===== src/rtl/gate_tester_pkg.sv =====
// Shared types and constants for the gate truth-table tester.
// Vector index k drives {b,a} = k; truth tables are indexed the same way.
package gate_tester_pkg;

   typedef enum logic {
      IDLE = 1'b0,
      RUN  = 1'b1
   } state_e;

   localparam int NUM_VECTORS = 4;
   localparam int IDX_W       = 2;
   localparam int CNT_W       = 4;

   localparam logic [NUM_VECTORS-1:0] TT_AND  = 4'b1000;
   localparam logic [NUM_VECTORS-1:0] TT_OR   = 4'b1110;
   localparam logic [NUM_VECTORS-1:0] TT_XOR  = 4'b0110;
   localparam logic [NUM_VECTORS-1:0] TT_NAND = 4'b0111;

   // Final truth table: the last vector's sample lands on the same edge
   // as the compare, so it is merged in ahead of the registered result.
   function automatic logic [NUM_VECTORS-1:0] merge_last(
      input logic [NUM_VECTORS-1:0] res,
      input logic                   y
   );
      return {y, res[NUM_VECTORS-2:0]};
   endfunction

endpackage


===== src/rtl/gate_tester_settle_timer.sv =====
// Settle timer: counts RUN clocks and ticks on the edge that closes
// each vector's hold window of SETTLE_CYCLES clocks.
module gate_tester_settle_timer
   import gate_tester_pkg::*;
#(
   parameter int unsigned SETTLE_CYCLES = 2
) (
   input  logic clk_i,
   input  logic rst_i,
   input  logic clear_i,
   input  logic en_i,
   output logic tick_o
);

   localparam logic [CNT_W-1:0] LAST = CNT_W'(SETTLE_CYCLES - 1);

   logic [CNT_W-1:0] cnt_q;
   logic [CNT_W-1:0] cnt_d;

   assign tick_o = en_i && (cnt_q == LAST);

   // Next count: restart on clear or tick, otherwise advance while enabled.
   always_comb begin
      cnt_d = cnt_q;
      if (clear_i || tick_o) begin
         cnt_d = '0;
      end else if (en_i) begin
         cnt_d = cnt_q + 1'b1;
      end
   end

   // Count register.
   always_ff @(posedge clk_i or posedge rst_i) begin
      if (rst_i) begin
         cnt_q <= '0;
      end else begin
         cnt_q <= cnt_d;
      end
   end

endmodule


===== src/rtl/gate_truth_tester.sv =====
// Drives all four {b,a} vectors into a 2-input gate, samples its output
// after a settle window and compares the captured table to EXPECTED.
module gate_truth_tester
   import gate_tester_pkg::*;
#(
   parameter int unsigned                SETTLE_CYCLES = 2,
   parameter logic [NUM_VECTORS-1:0]     EXPECTED      = TT_AND
) (
   input  logic                   clk,
   input  logic                   rst,
   input  logic                   start,
   input  logic                   dut_y,
   output logic                   dut_a,
   output logic                   dut_b,
   output logic                   busy,
   output logic                   done,
   output logic                   pass,
   output logic [NUM_VECTORS-1:0] result,
   output logic [NUM_VECTORS-1:0] fail_mask
);

   if (SETTLE_CYCLES < 1 || SETTLE_CYCLES > 15) begin : g_bad_settle
      $error("SETTLE_CYCLES must be in 1..15");
   end

   localparam logic [IDX_W-1:0] LAST_IDX = IDX_W'(NUM_VECTORS - 1);

   state_e                 state_q, state_d;
   logic [IDX_W-1:0]       idx_q, idx_d;
   logic [1:0]             drv_q, drv_d;
   logic                   done_q, done_d;
   logic                   pass_q, pass_d;
   logic [NUM_VECTORS-1:0] res_q, res_d;
   logic [NUM_VECTORS-1:0] fail_q, fail_d;
   logic [NUM_VECTORS-1:0] final_res;
   logic [NUM_VECTORS-1:0] final_fail;
   logic                   launch;
   logic                   running;
   logic                   tick;

   assign running    = (state_q == RUN);
   assign launch     = (state_q == IDLE) && start;
   assign final_res  = merge_last(res_q, dut_y);
   assign final_fail = final_res ^ EXPECTED;

   gate_tester_settle_timer #(
      .SETTLE_CYCLES(SETTLE_CYCLES)
   ) u_timer (
      .clk_i  (clk),
      .rst_i  (rst),
      .clear_i(launch),
      .en_i   (running),
      .tick_o (tick)
   );

   // Sequencer: launch, step vectors on each tick, compare on the last.
   always_comb begin
      state_d = state_q;
      idx_d   = idx_q;
      drv_d   = drv_q;
      done_d  = 1'b0;
      pass_d  = pass_q;
      res_d   = res_q;
      fail_d  = fail_q;
      unique case (state_q)
         IDLE: begin
            if (start) begin
               state_d = RUN;
               idx_d   = '0;
               drv_d   = 2'b00;
               res_d   = '0;
               fail_d  = '0;
               pass_d  = 1'b0;
            end
         end
         RUN: begin
            if (tick) begin
               res_d[idx_q] = dut_y;
               if (idx_q != LAST_IDX) begin
                  idx_d = idx_q + 1'b1;
                  drv_d = idx_q + 1'b1;
               end else begin
                  state_d = IDLE;
                  idx_d   = '0;
                  drv_d   = 2'b00;
                  done_d  = 1'b1;
                  fail_d  = final_fail;
                  pass_d  = (final_fail == '0);
               end
            end
         end
         default: begin
            state_d = IDLE;
         end
      endcase
   end

   // State and output registers.
   always_ff @(posedge clk or posedge rst) begin
      if (rst) begin
         state_q <= IDLE;
         idx_q   <= '0;
         drv_q   <= 2'b00;
         done_q  <= 1'b0;
         pass_q  <= 1'b0;
         res_q   <= '0;
         fail_q  <= '0;
      end else begin
         state_q <= state_d;
         idx_q   <= idx_d;
         drv_q   <= drv_d;
         done_q  <= done_d;
         pass_q  <= pass_d;
         res_q   <= res_d;
         fail_q  <= fail_d;
      end
   end

   assign dut_a     = drv_q[0];
   assign dut_b     = drv_q[1];
   assign busy      = running;
   assign done      = done_q;
   assign pass      = pass_q;
   assign result    = res_q;
   assign fail_mask = fail_q;

endmodule


===== config.mk =====
export PLATFORM = sky130hd
export DESIGN_NAME = gate_truth_tester
export DESIGN_NICKNAME = d
export VERILOG_FILES = /design/src/rtl/gate_tester_pkg.sv /design/src/rtl/gate_tester_settle_timer.sv /design/src/rtl/gate_truth_tester.sv
export SDC_FILE = /design/constraint.sdc
export NUM_CORES = 1
export LEC_CHECK = 0
export BUFFER_PORTS_ARGS = -buffer_cell sky130_fd_sc_hd__buf_2
export CORE_MARGIN = 2
export CORE_UTILIZATION = 47
export DETAILED_ROUTE_END_ITERATION = 16
export PLACE_DENSITY = 0.73
export SLEW_MARGIN = 20
export SYNTH_ARGS = -nofsm -noshare
export SYNTH_HDL_FRONTEND = slang
export SYNTH_HIERARCHICAL = 1
export SYNTH_SLANG_ARGS = --single-unit

===== constraint.sdc =====
create_clock -name clk -period 1.4 [get_ports clk]
set_input_delay 0.07 -clock clk [delete_from_list [all_inputs] [get_ports clk]]
set_output_delay 0.07 -clock clk [all_outputs]
set_load 0.05 [all_outputs]

==> flow_summary.ini, run 1 <==
[min_path]
hp-class = in -> reg

[timing]
slew_headroom_pct = 67.27
layout_setup_ws_ns = -0.05826
setup_violations = 1
period_needed_ns = 1.458
grt_setup_unrepaired = yes
worst_slew_pin_slew_ns = 0.4904
drv_slew = 0
fmax_mhz = 685.8
final.setup_skew_ns = 0.001684
hold_viol = 0
period_share_pct = 104.2

[global_routing]
grt_max_degree = 14
grt_pass1_wl_microns = 2518
grt_overflow_total = 0
grt_pass1_vias = 601
track_usage_pct = 16.73
antenna_found_initial = 0

[synthesis]
yosysSeqAreaShare_pct = 50.82
avgSynthCellArea_sq_um = 9.848
yosys.cell_types.count = 22
ys_ff_latch = 17
synth_nets = 95
yosysTopAreaCell = dfrtp_1
syn_inst = 85
synth_most_common_cell = dfrtp_1
synthFlopType = dfrtp_1
synthTopCellsByArea = dfrtp_1 (51%), ha_1 (9.0%), nand2_1 (7.2%), nand3_1 (4.8%), inv_1 (4.0%)
syn_area_sq_um = 837.1
synth_commonest_cells = dfrtp_1 (17), nand2_1 (16), inv_1 (9)
ys_async_sr_fraction_pct = 100.0
synth_edf_count = 0
synth_warnings = 6
synth_top_area_share_pct = 50.82

[route]
ant_nets = 0
routed_wl_microns = 1567
via_per_inst = 4.993
drc_errors = 0
drt_pre_antenna_iters = 3
vias = 684
wl_per_cell_microns = 11.44
drt_first_iter_violations = 11

[clock_network]
cts_tree = yes
numCtsBuffers = 3
clk_pin_slew_ns = 0.10
htree_num_levels = 1
clockBufferDepth = 2
cts-root-buf = clkbuf_4
clkLatencyLatePin_ns = 0.29
clock-sinks = 17

[floorplan]
die_w_microns = 46.20
die_height_microns = 46.20
dieArea_sq_mm = 0.002134
io_pins = 17
core_area_sq_mm = 0.001708
rows = 15
start_util_pct = 49.01

[cells_and_area]
multi_input_area_sq_um = 379.1
fin_cells = 137
n_fill_cell = 151
seq_area_sq_um = 431.7
final_nets = 123
final_area_sq_mm = 0.001059
antenna_cells = 0
syn2layout_area_growth_pct = 26.46
fin_util_pct = 61.98
drive_gt1_share_pct = 32.14

[place]
dp.cells = 129
portBuffers = 16
hpwl_microns = 1172
pre_cts_slack_ns = -0.04793
place_area_sq_um = 985.9
place.gp.congestion = 0.7486

[outcome]
status = finished with violations
violations = negative setup slack

[critical_path]
crit_required_ns = 1.58
crit_fanout = 7
crit_arrival_ns = 1.64
worstSetupPathType = reg -> reg
endpoint_kind = register
cp-start-kind = register

[run]
drv_cap = 0

[power_and_ir_drop]
worst_ir_drop_vdd_mv = 1.115
power.leakage_uw = 0.0005630
p_per_area_mw_per_mm2 = 2523
==> timing repair <==
| action | CTS | global route |
|---|---|---|
| hold buffers | 2 | 0 |
| gates resized for setup | 0 | 2 |
| endpoints found under the hold margin | 19 | 0 |
| buffers inserted | 2 | 0 |
| pin swaps | 1 | 1 |
| setup endpoints to repair | 9 | 12 |
==> logic make-up after synthesis <==
group                      after synthesis  synth area share [%]
AOI/OAI and AO/OA                        9                 7.173
buffers and inverters                   11                 5.231
xor gates and xnor gates                 4                 4.186
and+or+nand+nor                         37                 22.27
muxes                                    1                 1.345
adders and majority gates                6                 8.968
DFF                                     17                 50.82
==> through the flow <==
step	hold WS, ns	setup TNS, ns	total power, uW
after global placement	-0.02911	0	2321
after CTS	0.02341	-0.2456	2676
after global routing	0.05271	-0.4103	2859
final	0.03196	-0.05826	2671
after floorplan	-0.1639	-0.05416	2030
after detailed placement	-0.02631	-0.2411	2377
==> sequential cells by signal, indices dropped and copies added, names as in the netlist <==
register	flops
fail_mask	4
drv_q	2
u_timer/cnt_q	4
busy	1
done	1
pass	1
result	4
==> worst paths after layout <==
kind | start | endpoint | slack (ns) | cells after the start
hold / removal | dut_y | fail_mask[3]$_DFFE_PP0P_ | 0.03 | 2
min in group asynchronous | rst | u_timer/cnt_q[2]$_DFFE_PP0P_ | 0.21 | 3
setup reg to reg | u_timer/cnt_q[1]$_DFFE_PP0P_ | drv_q[1]$_DFFE_PP0P_ | -0.06 | 6
hold reg to reg | fail_mask[0]$_DFFE_PP0P_ | fail_mask[0]$_DFFE_PP0P_ | 0.50 | 2
max in group asynchronous | rst | busy$_DFF_PP0_ | 0.69 | 3
setup / recovery | u_timer/cnt_q[1]$_DFFE_PP0P_ | drv_q[1]$_DFFE_PP0P_ | -0.06 | 6
==> routing by layer <==
| layer | routed length, microns | global-route usage, % | up-vias |
|---|---|---|---|
| li1 | - | - | 338 |
| met1 | 725 | 21.60 | 328 |
| met2 | 777 | 26.11 | 14 |
| met3 | 36 | 2.353 | 4 |
| met4 | 27 | 10.29 | 0 |
| met5 | 0 | 0 | - |
==> layout make-up <==
class / instances / area share, %
Tap cell: 25 / 2.955
Sequential cell: 17 / 40.78
Clock buffer: 3 / 2.128
Multi-Input combinational cell: 57 / 35.82
Timing Repair Buffer: 25 / 14.42
Inverter: 9 / 3.428
Clock inverter: 1 / 0.4728
==> critical path, cell delays in order (launching register included) <==
cell and delay, ns:
dfrtp_1 0.40, inv_1 0.07, ha_1 0.15, and4bb_4 0.32, mux2_4 0.31, nand2_1 0.06
o31ai_1 0.06
==> power by group <==
group	switching, uW	internal, uW
clock	153	106
sequential	174	711
combinational	987	540
==> cells in the final DEF (no fill, tap or decap) <==
cell / instances
buf_4: 7
nand2_1: 16
dfrtp_1: 14
clkinv_2: 1
dlygate4sd3_1: 2
o21ai_1: 1
buf_2: 16
xor2_1: 3
nand3_1: 8
inv_4: 1
and4bb_4: 1
ha_1: 6
clkbuf_4: 3
nand2b_1: 1
a211oi_2: 1
nand4_1: 2
dfrtp_2: 2
inv_1: 8
or4b_1: 1
mux2_4: 1
xnor2_1: 1
a21oi_1: 2
o22ai_1: 2
o21ai_0: 1
or2_4: 1
nor2_1: 6
nand3_4: 1
o31ai_1: 2
dfrtp_4: 1
No activity file was read; power rests on OpenSTA's default activity.
==> run 2: changes to the inputs <==
--- a/config.mk
+++ b/config.mk
@@ -10,7 +10,8 @@
 export CORE_UTILIZATION = 47
 export DETAILED_ROUTE_END_ITERATION = 16
 export PLACE_DENSITY = 0.73
-export SLEW_MARGIN = 20
+export REMOVE_ABC_BUFFERS = 1
+export SLEW_MARGIN = 15
 export SYNTH_ARGS = -nofsm -noshare
 export SYNTH_HDL_FRONTEND = slang
 export SYNTH_HIERARCHICAL = 1
==> flow_summary.ini, run 2 (same netlist as run 1, synthesis figures left out) <==
[timing]
period_share_pct = 99.64
grt_setup_unrepaired = yes
period_needed_ns = 1.395
worst_slew_pin_slew_ns = 0.5050
hold_viol = 0
final.setup_skew_ns = 0.005808
drv_slew = 0
setup_violations = 0
slew_headroom_pct = 66.29
setup_tns_ns = 0
fmax_mhz = 716.8

[power_and_ir_drop]
seq_power_share_pct = 32.3
p_per_area_mw_per_mm2 = 2519
power.leakage_uw = 0.0005684
p_comb_share_pct = 58.2
p_switching_uw = 1312
worst_ir_drop_vdd_mv = 1.497
sw_frac_of_total_pct = 49.10
clockPowerShare_pct = 9.6
power.internal_uw = 1361

[route]
vias = 677
ant_nets = 0
drt_first_iter_violations = 8
drc_errors = 0
routed_wl_microns = 1516
wl_per_cell_microns = 11.15
via_per_inst = 4.978
drt_pre_antenna_iters = 4

[global_routing]
antenna_found_initial = 0
track_usage_pct = 15.80
grt_pass1_wl_microns = 2470
grt_max_degree = 14
grt_pass1_vias = 585
grt_overflow_total = 0

[clock_network]
clock-sinks = 17
clockBufferDepth = 2
clk_pin_slew_ns = 0.10
numCtsBuffers = 3
cts_tree = yes
post_cts_buffers = 0
clkLatencyLatePin_ns = 0.28
htree_num_levels = 1
cts-root-buf = clkbuf_4

[critical_path]
endpoint = drv_q[1]$_DFFE_PP0P_
cp_top_family = flip-flops
path_depth = 6
endpoint_kind = register
worstSetupPathType = reg -> reg
reg2reg_to = drv_q[1]$_DFFE_PP0P_
cp_slowest_cell = dfrtp_1
cp-startpoint = u_timer/cnt_q[1]$_DFFE_PP0P_
critPathMaxStageDelay_ns = 0.39
path_buf_inv = 1
worst_r2r_path_depth = 6
crit_chain = inv_1 > ha_1 > and4bb_4 > mux2_4 > nand2_1 > o31ai_1
cp-start-kind = register
r2r_slack_ns = 0.005
rr_startpoint = u_timer/cnt_q[1]$_DFFE_PP0P_
crit_required_ns = 1.57
crit_fanout = 4
crit_arrival_ns = 1.57

[floorplan]
core_area_sq_mm = 0.001708
die_w_microns = 46.20
dieArea_sq_mm = 0.002134
io_pins = 17
rows = 15
start_util_pct = 49.01
die_height_microns = 46.20

[run]
drv_cap = 0

[cells_and_area]
final_cell_mix = dfrtp_1 (17), buf_2 (16), nand2_1 (15)
final_nets = 122
layout_commonest_cell = dfrtp_1
drive_gt1_share_pct = 31.53
fin_cells = 136
n_fill_cell = 151
antenna_cells = 0
syn2layout_area_growth_pct = 26.76

[min_path]
hp-start = dut_y
hp-class = in -> reg

[outcome]
status = completed

[place]
dp.cells = 130
place.gp.congestion = 0.7778
hpwl_microns = 1201
portBuffers = 16
## run 2: layout make-up
cell class                 count  area (sq um)  area share [%]
clock inverter                 1         5.005          0.4717
clock buffer                   3         22.52           2.123
timing repair buffer          24         161.4           15.21
tap                           25         31.28           2.948
sequential                    17         425.4           40.09
inverter                       9         33.78           3.184
multi-input combinational     57         381.6           35.97
## run 2: power groups by stage
stage	Sequential (uW)	Clock, uW	Combinational, uW
finish	862	255	1560
global route	893	284	1680
CTS	862	266	1550
detailed placement	871	0	1510
global placement	868	0	1480
floorplan	1400	0	563
## run 2: worst min-delay path by stage
stage | endpoint | cells after the start
2_1_floorplan | u_timer/cnt_q[0]$_DFFE_PP0P_ | 1
3_3_place_gp | u_timer/cnt_q[3]$_DFFE_PP0P_ | 2
3_5_place_dp | u_timer/cnt_q[3]$_DFFE_PP0P_ | 2
4_1_cts | fail_mask[3]$_DFFE_PP0P_ | 2
5_1_grt | fail_mask[3]$_DFFE_PP0P_ | 2
6_report | fail_mask[3]$_DFFE_PP0P_ | 2
## run 2: routing by layer
layer	share of wire [%]	track usage (%)	up-vias
li1	-	-	333
met1	48	22.00	325
met2	49	25.00	19
met3	2.7	2.353	0
met4	0	5.143	0
met5	0	0	-
## run 2: worst reg2reg max path: stages (launching register included)
cell and delay (ns):
dfrtp_1 0.39, inv_1 0.07, ha_1 0.14, and4bb_4 0.28, mux2_4 0.31, nand2_1 0.06, o31ai_1 0.05
## run 2: metrics by stage
step,area (sq um),utilization (%),hold slack (ns),worst slack [ns],total power [uW]
finish,1061,62.12,0.04312,0.004992,2673
global route,1061,62.12,0.04241,-0.04742,2859
CTS,1051,61.54,0.03657,-0.004777,2677
detailed placement,996.0,58.32,-0.02102,-0.008168,2382
global placement,996.0,58.32,-0.02927,0.03317,2351
floorplan,827.0,-,-0.1639,-0.5047,1964
## run 2: what timing repair did
item,CTS,global route
pin swaps,1,2
hold buffers,2,0
hold endpoints to repair,19,0
endpoints found under the setup margin,3,11
gates resized for setup,3,3
